[src/rtl/ctrl_pkg.sv]
// Shared control encodings for the CPU datapath sequencer: FSM state codes,
// address/PC mux selects, instruction format and addressing-mode constants.
// Also consumed by mux_mab, mux_pc and instr_dec.
package ctrl_pkg;

  // Sequencer state encodings (4-bit; codes 10..15 are unreachable)
  localparam logic [3:0] ST_RST     = 4'd0;
  localparam logic [3:0] ST_FETCH   = 4'd1;
  localparam logic [3:0] ST_DECODE  = 4'd2;
  localparam logic [3:0] ST_SRC_EXT = 4'd3;
  localparam logic [3:0] ST_SRC_RD  = 4'd4;
  localparam logic [3:0] ST_DST_EXT = 4'd5;
  localparam logic [3:0] ST_DST_RD  = 4'd6;
  localparam logic [3:0] ST_EXEC    = 4'd7;
  localparam logic [3:0] ST_WB_MEM  = 4'd8;
  localparam logic [3:0] ST_JMP     = 4'd9;

  // Memory address bus source select
  localparam logic [2:0] MAB_SEL_PC   = 3'd0;
  localparam logic [2:0] MAB_SEL_SOUT = 3'd1;
  localparam logic [2:0] MAB_SEL_DOUT = 3'd2;
  localparam logic [2:0] MAB_SEL_CALC = 3'd3;
  localparam logic [2:0] MAB_SEL_SP   = 3'd4;

  // Next-PC source select
  localparam logic [2:0] MPC_HOLD    = 3'd0;
  localparam logic [2:0] MPC_INC     = 3'd1;
  localparam logic [2:0] MPC_CALC    = 3'd2;
  localparam logic [2:0] MPC_RST_VEC = 3'd3;

  // Instruction formats from instr_dec
  localparam logic [1:0] FMT_DUAL    = 2'b00;
  localparam logic [1:0] FMT_SINGLE  = 2'b01;
  localparam logic [1:0] FMT_JUMP    = 2'b10;
  localparam logic [1:0] FMT_ILLEGAL = 2'b11;

  // Source (As) and destination (Ad) addressing modes
  localparam logic [1:0] AS_REG = 2'b00;
  localparam logic [1:0] AS_IDX = 2'b01;
  localparam logic [1:0] AS_IND = 2'b10;
  localparam logic [1:0] AS_INC = 2'b11;
  localparam logic       AD_REG = 1'b0;
  localparam logic       AD_IDX = 1'b1;

  // Mode bits captured in DECODE and used by the later operand/write steps
  typedef struct packed {
    logic       ad;
    logic [1:0] as_m;
    logic [1:0] fmt;
    logic       imm;
  } mode_t;

  // Autoincrement through the PC (As=11, SA=0) is the immediate mode
  function automatic logic is_imm(input logic [1:0] as_m, input logic [3:0] sa);
    return (as_m == AS_INC) && (sa == 4'd0);
  endfunction

endpackage

[src/rtl/exec_sequencer_ret_counter.sv]
// Retired-instruction counter: W-bit, synchronous clear, count enable,
// wraps modulo 2^W.
module ret_counter #(
  parameter int W = 16
) (
  input  logic         clk,
  input  logic         clr,
  input  logic         en,
  output logic [W-1:0] count
);

  logic [W-1:0] count_r;

  // Clear has priority over increment; otherwise hold
  always_ff @(posedge clk) begin
    if (clr) begin
      count_r <= {W{1'b0}};
    end else if (en) begin
      count_r <= count_r + {{(W-1){1'b0}}, 1'b1};
    end else begin
      count_r <= count_r;
    end
  end

  assign count = count_r;

endmodule

[src/rtl/exec_sequencer.sv]
// Multi-cycle control FSM for the CPU datapath. Walks each instruction through
// fetch, decode, operand extension/memory reads, execute and writeback, drives
// the MAB/PC selects and write strobes, and counts retired instructions.
module exec_sequencer
  import ctrl_pkg::*;
#(
  parameter int CNT_W = 16
) (
  input  logic             clk,
  input  logic             rst,
  input  logic             stall,
  input  logic [1:0]       FORMAT,
  input  logic [2:0]       AdAs,
  input  logic [3:0]       reg_SA,
  input  logic             cond_true,
  output logic [2:0]       MAB_SEL,
  output logic [2:0]       MPC,
  output logic             ir_ld,
  output logic             op_ld,
  output logic             op_sel,
  output logic             RW_en,
  output logic             MW_en,
  output logic [3:0]       state,
  output logic [CNT_W-1:0] retired
);

  logic [3:0] state_r;
  logic [3:0] next_state_s;
  mode_t      mode_r;
  mode_t      mode_s;
  logic       inc_s;
  logic [2:0] mab_sel_s;
  logic [2:0] mpc_s;
  logic       ir_ld_s;
  logic       op_ld_s;
  logic       op_sel_s;
  logic       rw_en_s;
  logic       mw_en_s;

  // After the source operand: fetch a destination operand only for dual-op
  // instructions with an indexed destination
  function automatic logic [3:0] dest_step(input mode_t m);
    if ((m.fmt == FMT_DUAL) && (m.ad == AD_IDX)) begin
      return ST_DST_EXT;
    end else begin
      return ST_EXEC;
    end
  endfunction

  // Register writeback in EXEC when the result goes to a register
  function automatic logic exec_to_reg(input mode_t m);
    return (m.ad == AD_REG) || ((m.fmt == FMT_SINGLE) && (m.as_m == AS_REG));
  endfunction

  // Live decoder fields, captured into mode_r while in DECODE
  always_comb begin
    mode_s      = '{ad: 1'b0, as_m: 2'b00, fmt: 2'b00, imm: 1'b0};
    mode_s.ad   = AdAs[2];
    mode_s.as_m = AdAs[1:0];
    mode_s.fmt  = FORMAT;
    mode_s.imm  = is_imm(AdAs[1:0], reg_SA);
  end

  // Next-state logic; unreachable encodings fall back to RST
  always_comb begin
    next_state_s = ST_RST;
    case (state_r)
      ST_RST:   next_state_s = ST_FETCH;
      ST_FETCH: next_state_s = ST_DECODE;
      ST_DECODE: begin
        if (mode_s.fmt == FMT_JUMP) begin
          next_state_s = ST_JMP;
        end else if (mode_s.fmt == FMT_ILLEGAL) begin
          next_state_s = ST_FETCH;
        end else if ((mode_s.as_m == AS_IDX) || mode_s.imm) begin
          next_state_s = ST_SRC_EXT;
        end else if ((mode_s.as_m == AS_IND) || (mode_s.as_m == AS_INC)) begin
          next_state_s = ST_SRC_RD;
        end else begin
          next_state_s = dest_step(mode_s);
        end
      end
      ST_SRC_EXT: begin
        if (mode_r.imm) begin
          next_state_s = dest_step(mode_r);
        end else begin
          next_state_s = ST_SRC_RD;
        end
      end
      ST_SRC_RD:  next_state_s = dest_step(mode_r);
      ST_DST_EXT: next_state_s = ST_DST_RD;
      ST_DST_RD:  next_state_s = ST_EXEC;
      ST_EXEC: begin
        if (exec_to_reg(mode_r)) begin
          next_state_s = ST_FETCH;
        end else begin
          next_state_s = ST_WB_MEM;
        end
      end
      ST_WB_MEM: next_state_s = ST_FETCH;
      ST_JMP:    next_state_s = ST_FETCH;
      default:   next_state_s = ST_RST;
    endcase
  end

  // State register: reset wins over stall, stall freezes the FSM
  always_ff @(posedge clk) begin
    if (rst) begin
      state_r <= ST_RST;
    end else if (stall) begin
      state_r <= state_r;
    end else begin
      state_r <= next_state_s;
    end
  end

  // Mode latch: captured on the DECODE step, held otherwise
  always_ff @(posedge clk) begin
    if (rst) begin
      mode_r <= '{ad: 1'b0, as_m: 2'b00, fmt: 2'b00, imm: 1'b0};
    end else if (!stall && (state_r == ST_DECODE)) begin
      mode_r <= mode_s;
    end else begin
      mode_r <= mode_r;
    end
  end

  // Retire on every entry into FETCH except the one leaving RST
  always_comb begin
    inc_s = 1'b0;
    if (!stall && (next_state_s == ST_FETCH) && (state_r != ST_RST)) begin
      inc_s = 1'b1;
    end else begin
      inc_s = 1'b0;
    end
  end

  ret_counter #(.W(CNT_W)) u_ret_counter (
    .clk   (clk),
    .clr   (rst),
    .en    (inc_s),
    .count (retired)
  );

  // Moore output decode from the state register and latched modes
  always_comb begin
    mab_sel_s = MAB_SEL_PC;
    mpc_s     = MPC_HOLD;
    ir_ld_s   = 1'b0;
    op_ld_s   = 1'b0;
    op_sel_s  = 1'b0;
    rw_en_s   = 1'b0;
    mw_en_s   = 1'b0;
    case (state_r)
      ST_RST: mpc_s = MPC_RST_VEC;
      ST_FETCH: begin
        mab_sel_s = MAB_SEL_PC;
        ir_ld_s   = 1'b1;
        mpc_s     = MPC_INC;
      end
      ST_SRC_EXT: begin
        mab_sel_s = MAB_SEL_PC;
        mpc_s     = MPC_INC;
        op_ld_s   = mode_r.imm;
      end
      ST_SRC_RD: begin
        mab_sel_s = (mode_r.as_m == AS_IDX) ? MAB_SEL_CALC : MAB_SEL_SOUT;
        op_ld_s   = 1'b1;
        rw_en_s   = (mode_r.as_m == AS_INC) && !mode_r.imm;
      end
      ST_DST_EXT: begin
        mab_sel_s = MAB_SEL_PC;
        mpc_s     = MPC_INC;
      end
      ST_DST_RD: begin
        mab_sel_s = MAB_SEL_CALC;
        op_ld_s   = 1'b1;
        op_sel_s  = 1'b1;
      end
      ST_EXEC:   rw_en_s = exec_to_reg(mode_r);
      ST_WB_MEM: begin
        mab_sel_s = MAB_SEL_CALC;
        mw_en_s   = 1'b1;
      end
      ST_JMP:  mpc_s = cond_true ? MPC_CALC : MPC_HOLD;
      default: mpc_s = MPC_HOLD;
    endcase
  end

  // Strobes are suppressed while memory is not ready; selects follow state
  assign MAB_SEL = mab_sel_s;
  assign MPC     = mpc_s;
  assign ir_ld   = ir_ld_s & ~stall;
  assign op_ld   = op_ld_s & ~stall;
  assign op_sel  = op_sel_s;
  assign RW_en   = rw_en_s & ~stall;
  assign MW_en   = mw_en_s & ~stall;
  assign state   = state_r;

endmodule
[config.mk]
export PLATFORM = sky130hd
export DESIGN_NAME = exec_sequencer
export DESIGN_NICKNAME = d
export VERILOG_FILES = /design/src/rtl/ctrl_pkg.sv /design/src/rtl/exec_sequencer_ret_counter.sv /design/src/rtl/exec_sequencer.sv
export SDC_FILE = /design/constraint.sdc
export NUM_CORES = 1
export LEC_CHECK = 0
export ABC_CLOCK_PERIOD_IN_PS = 4300
export CAP_MARGIN = 20
export CORE_ASPECT_RATIO = 0.6
export CORE_MARGIN = 4
export CORE_UTILIZATION = 54
export DETAILED_ROUTE_END_ITERATION = 7
export PLACE_DENSITY = 0.83
export SKIP_CTS_REPAIR_TIMING = 1
export SLEW_MARGIN = 20
export SYNTH_ARGS = -nofsm -noshare
export SYNTH_HDL_FRONTEND = slang
export SYNTH_SLANG_ARGS = --single-unit
export TNS_END_PERCENT = 20
[constraint.sdc]
create_clock -name clk -period 4.3 [get_ports clk]
set_clock_uncertainty 0.15 [all_clocks]
set_input_delay 0.86 -clock clk [delete_from_list [all_inputs] [get_ports clk]]
set_output_delay 0.86 -clock clk [all_outputs]
set_load 0.005 [all_outputs]
==> impl_metrics.toml <==
[floorplan]
start_util = 0.5775
coreArea_um2 = 3343
dieArea_um2 = 4627
row_count = 16
die_h_um = 54.32
ios = 44
die_w_um = 85.19

[worst_hold_path]
whs_path_depth = 2
hp-class = "reg -> reg"
min_from = "u_ret_counter.count[1]"
hold_path_end = "u_ret_counter.count[1]"

[yosys]
synthCells = 222
synth_area_um2 = 1931
ys_warn_count = 0
synth_most_common_cell = "nor2_1"
synth-xor-area-share = 0
yosys-top-cells-count = "nor2_1, dfxtp_1, a21oi_1"
seq_area_frac_synth = 0.2696
synth-seq-cells = 26
synth-edff-count = 0
synth_top_cell_area_share = 0.2696
synth.distinct_cells = 50
ys_async_sr_fraction = 0
synthFlopType = "dfxtp_1"
synth_top_cell_by_area = "dfxtp_1"
synth_compound_area_frac = 0.2521
syn_avg_cell_area_um2 = 8.696
synth_mux_area_frac = 0.1134
synthTopCellsByArea = "dfxtp_1, nor2_1, a2111oi_4"
yosys.area_share.adder = 0.006481
synth_simple_gate_area_frac = 0.2858
synth_top_family_by_area = "simple AND/OR/NAND/NOR gates"

[cts]
clk_path_buf_depth = 2
clkTransAtPathRegs_ps = 90
htree_levels = 1
root_buffer = "clkbuf_8"
cts_buffers = 3
clkLatencyLatePin_ps = 270
cts_tree = "built"
cts.sinks = 26

[global_routing]
antenna_found_initial = 0
grt_overflow = 0
grtUsageTotal = 0.1945
grt_pass1_vias = 1428
grt_pass1_wl_um = 7100
grt_max_degree = 43

[place]
place_area_um2 = 2302
io_buffers = 41
gp_congestion = 0.8357
dpl.hpwl_um = 3164

[critical_path]
r2r_start = "state[0]"
rr_endpoint = "u_ret_counter.count[15]"
arrival_ps = 2660
crit_path_end_kind = "output pin"
r2r_setup_slack_ps = 1690
path_class = "in -> out"
reg2reg_depth = 5
cp.required_ps = 3290
worst_setup_path_start_kind = "primary input"
crit_path_max_fanout = 13

[sta]
hold_viol = 0
hold_ws_ps = 402.7
tns_ps = 0
relSlewSlack = 0.5166
setup_violations = 0
period_needed_ps = 3668
worst_slew_pin_slew_ps = 724.2
slew_violations = 0
period_share = 0.8530
rsz0062_at_grt = "false"
fmax_mhz = 272.7

[routing]
firstDrtPassIters = 4
drcViolationCount = 0
viasPerCell = 5.882
ant_nets = 0
routedWlPerCell_um = 14.76
finalWirelength_um = 4384
drtIter0Drc = 188
num_vias = 1747

[cells_and_area]
multiInputGateArea_um2 = 1277
diodes = 0
drive_above_1_share = 0.1230
nFillCells = 269
seq_area_um2 = 520.5
synthToLayoutAreaGrowth_pct = 22.94
nets = 267
final_area_um2 = 2374

[pwr]
peakVddDrop_v = 0.0001820
p_leak_uw = 0.0008087
power_density_nw_per_um2 = 245.8

[run_status]
outcome = "finished clean"

[job]
cap_violations = 0
[stage by stage]
stage | power (µW) | setup slack, ps | util | std cells
after floorplan | 351.4 | 1653 | - | 223
final | 583.3 | 632.3 | 0.7100 | 297
after global routing | 612.0 | 518.4 | 0.7100 | 297
after detailed placement | 387.5 | 616.4 | 0.6886 | 293
after global placement | 386.3 | 682.1 | 0.6886 | 293
after CTS | 588.5 | 616.2 | 0.7100 | 297
[layer usage]
metal  track usage  vias to the layer above  wire [µm]
met5             0                        -          0
li1              -                      860          -
met4       0.04737                        0         46
met2        0.2758                       61       1765
met3       0.04361                        6        322
met1        0.2940                      820       2250
[power breakdown]
part	internal (µW)	switching (µW)
Clock	125	75.5
Combinational	54.6	65.6
Sequential	246	17.0
Total	425	158
[cells in the final DEF (no fill, tap or decap), types with 2 or more instances in the layout]
cell type,count
nand4_1,4
nor2b_1,15
and3_1,3
mux2_2,7
nand2b_1,8
a211oi_2,4
a211oi_1,3
o21ai_0,4
mux2i_1,5
o211ai_1,4
nor3_1,3
a2111oi_4,4
nand3_1,6
nor2_1,32
nor4_1,4
conb_1,2
clkbuf_8,3
or4_1,3
clkdlybuf4s50_1,41
o21a_1,2
dfxtp_1,26
or3_1,2
nand2_1,8
a21oi_1,20
mux2_1,8
inv_1,8
[state kept, by name, indices dropped and copies added (netlist names)]
signal               count
u_ret_counter.count     16
mode_r                   6
state                    4
[kinds of logic (layout without fill, tap and decap cells)]
kind of cell	count (synthesis)	count (layout)
AO/OA/AOI/OAI	52	52
AND/OR/NAND/NOR	97	97
flip-flops	26	26
buffers and inverters	25	54
other	1	2
multiplexers	20	20
adder cells (fa/ha/maj)	1	1
[critical path, cell delays in order]
cell	delay, ps
clkdlybuf4s50_1	600
or4_1	570
nor2_1	110
clkdlybuf4s50_1	520
[how the worst max path moves through the flow]
| stage | from | to | slack, ps | cells after the start |
|---|---|---|---|---|
| after global routing | stall | MW_en | 520 | 4 |
| after CTS | stall | MW_en | 620 | 4 |
| after floorplan | stall | MW_en | 1650 | 3 |
| final | stall | MW_en | 630 | 4 |
| after detailed placement | stall | MW_en | 620 | 4 |
| after global placement | stall | MW_en | 680 | 4 |
[area by class of cell]
class	count	share of cell area
inverter	8	0.01265
sequential	26	0.2193
tap	45	0.02372
clock inverter	1	0.01265
timing repair buffer	42	0.1761
multi-input combinational	172	0.5382
clock buffer	3	0.01740
No activity file was read; power rests on OpenSTA's default activity.
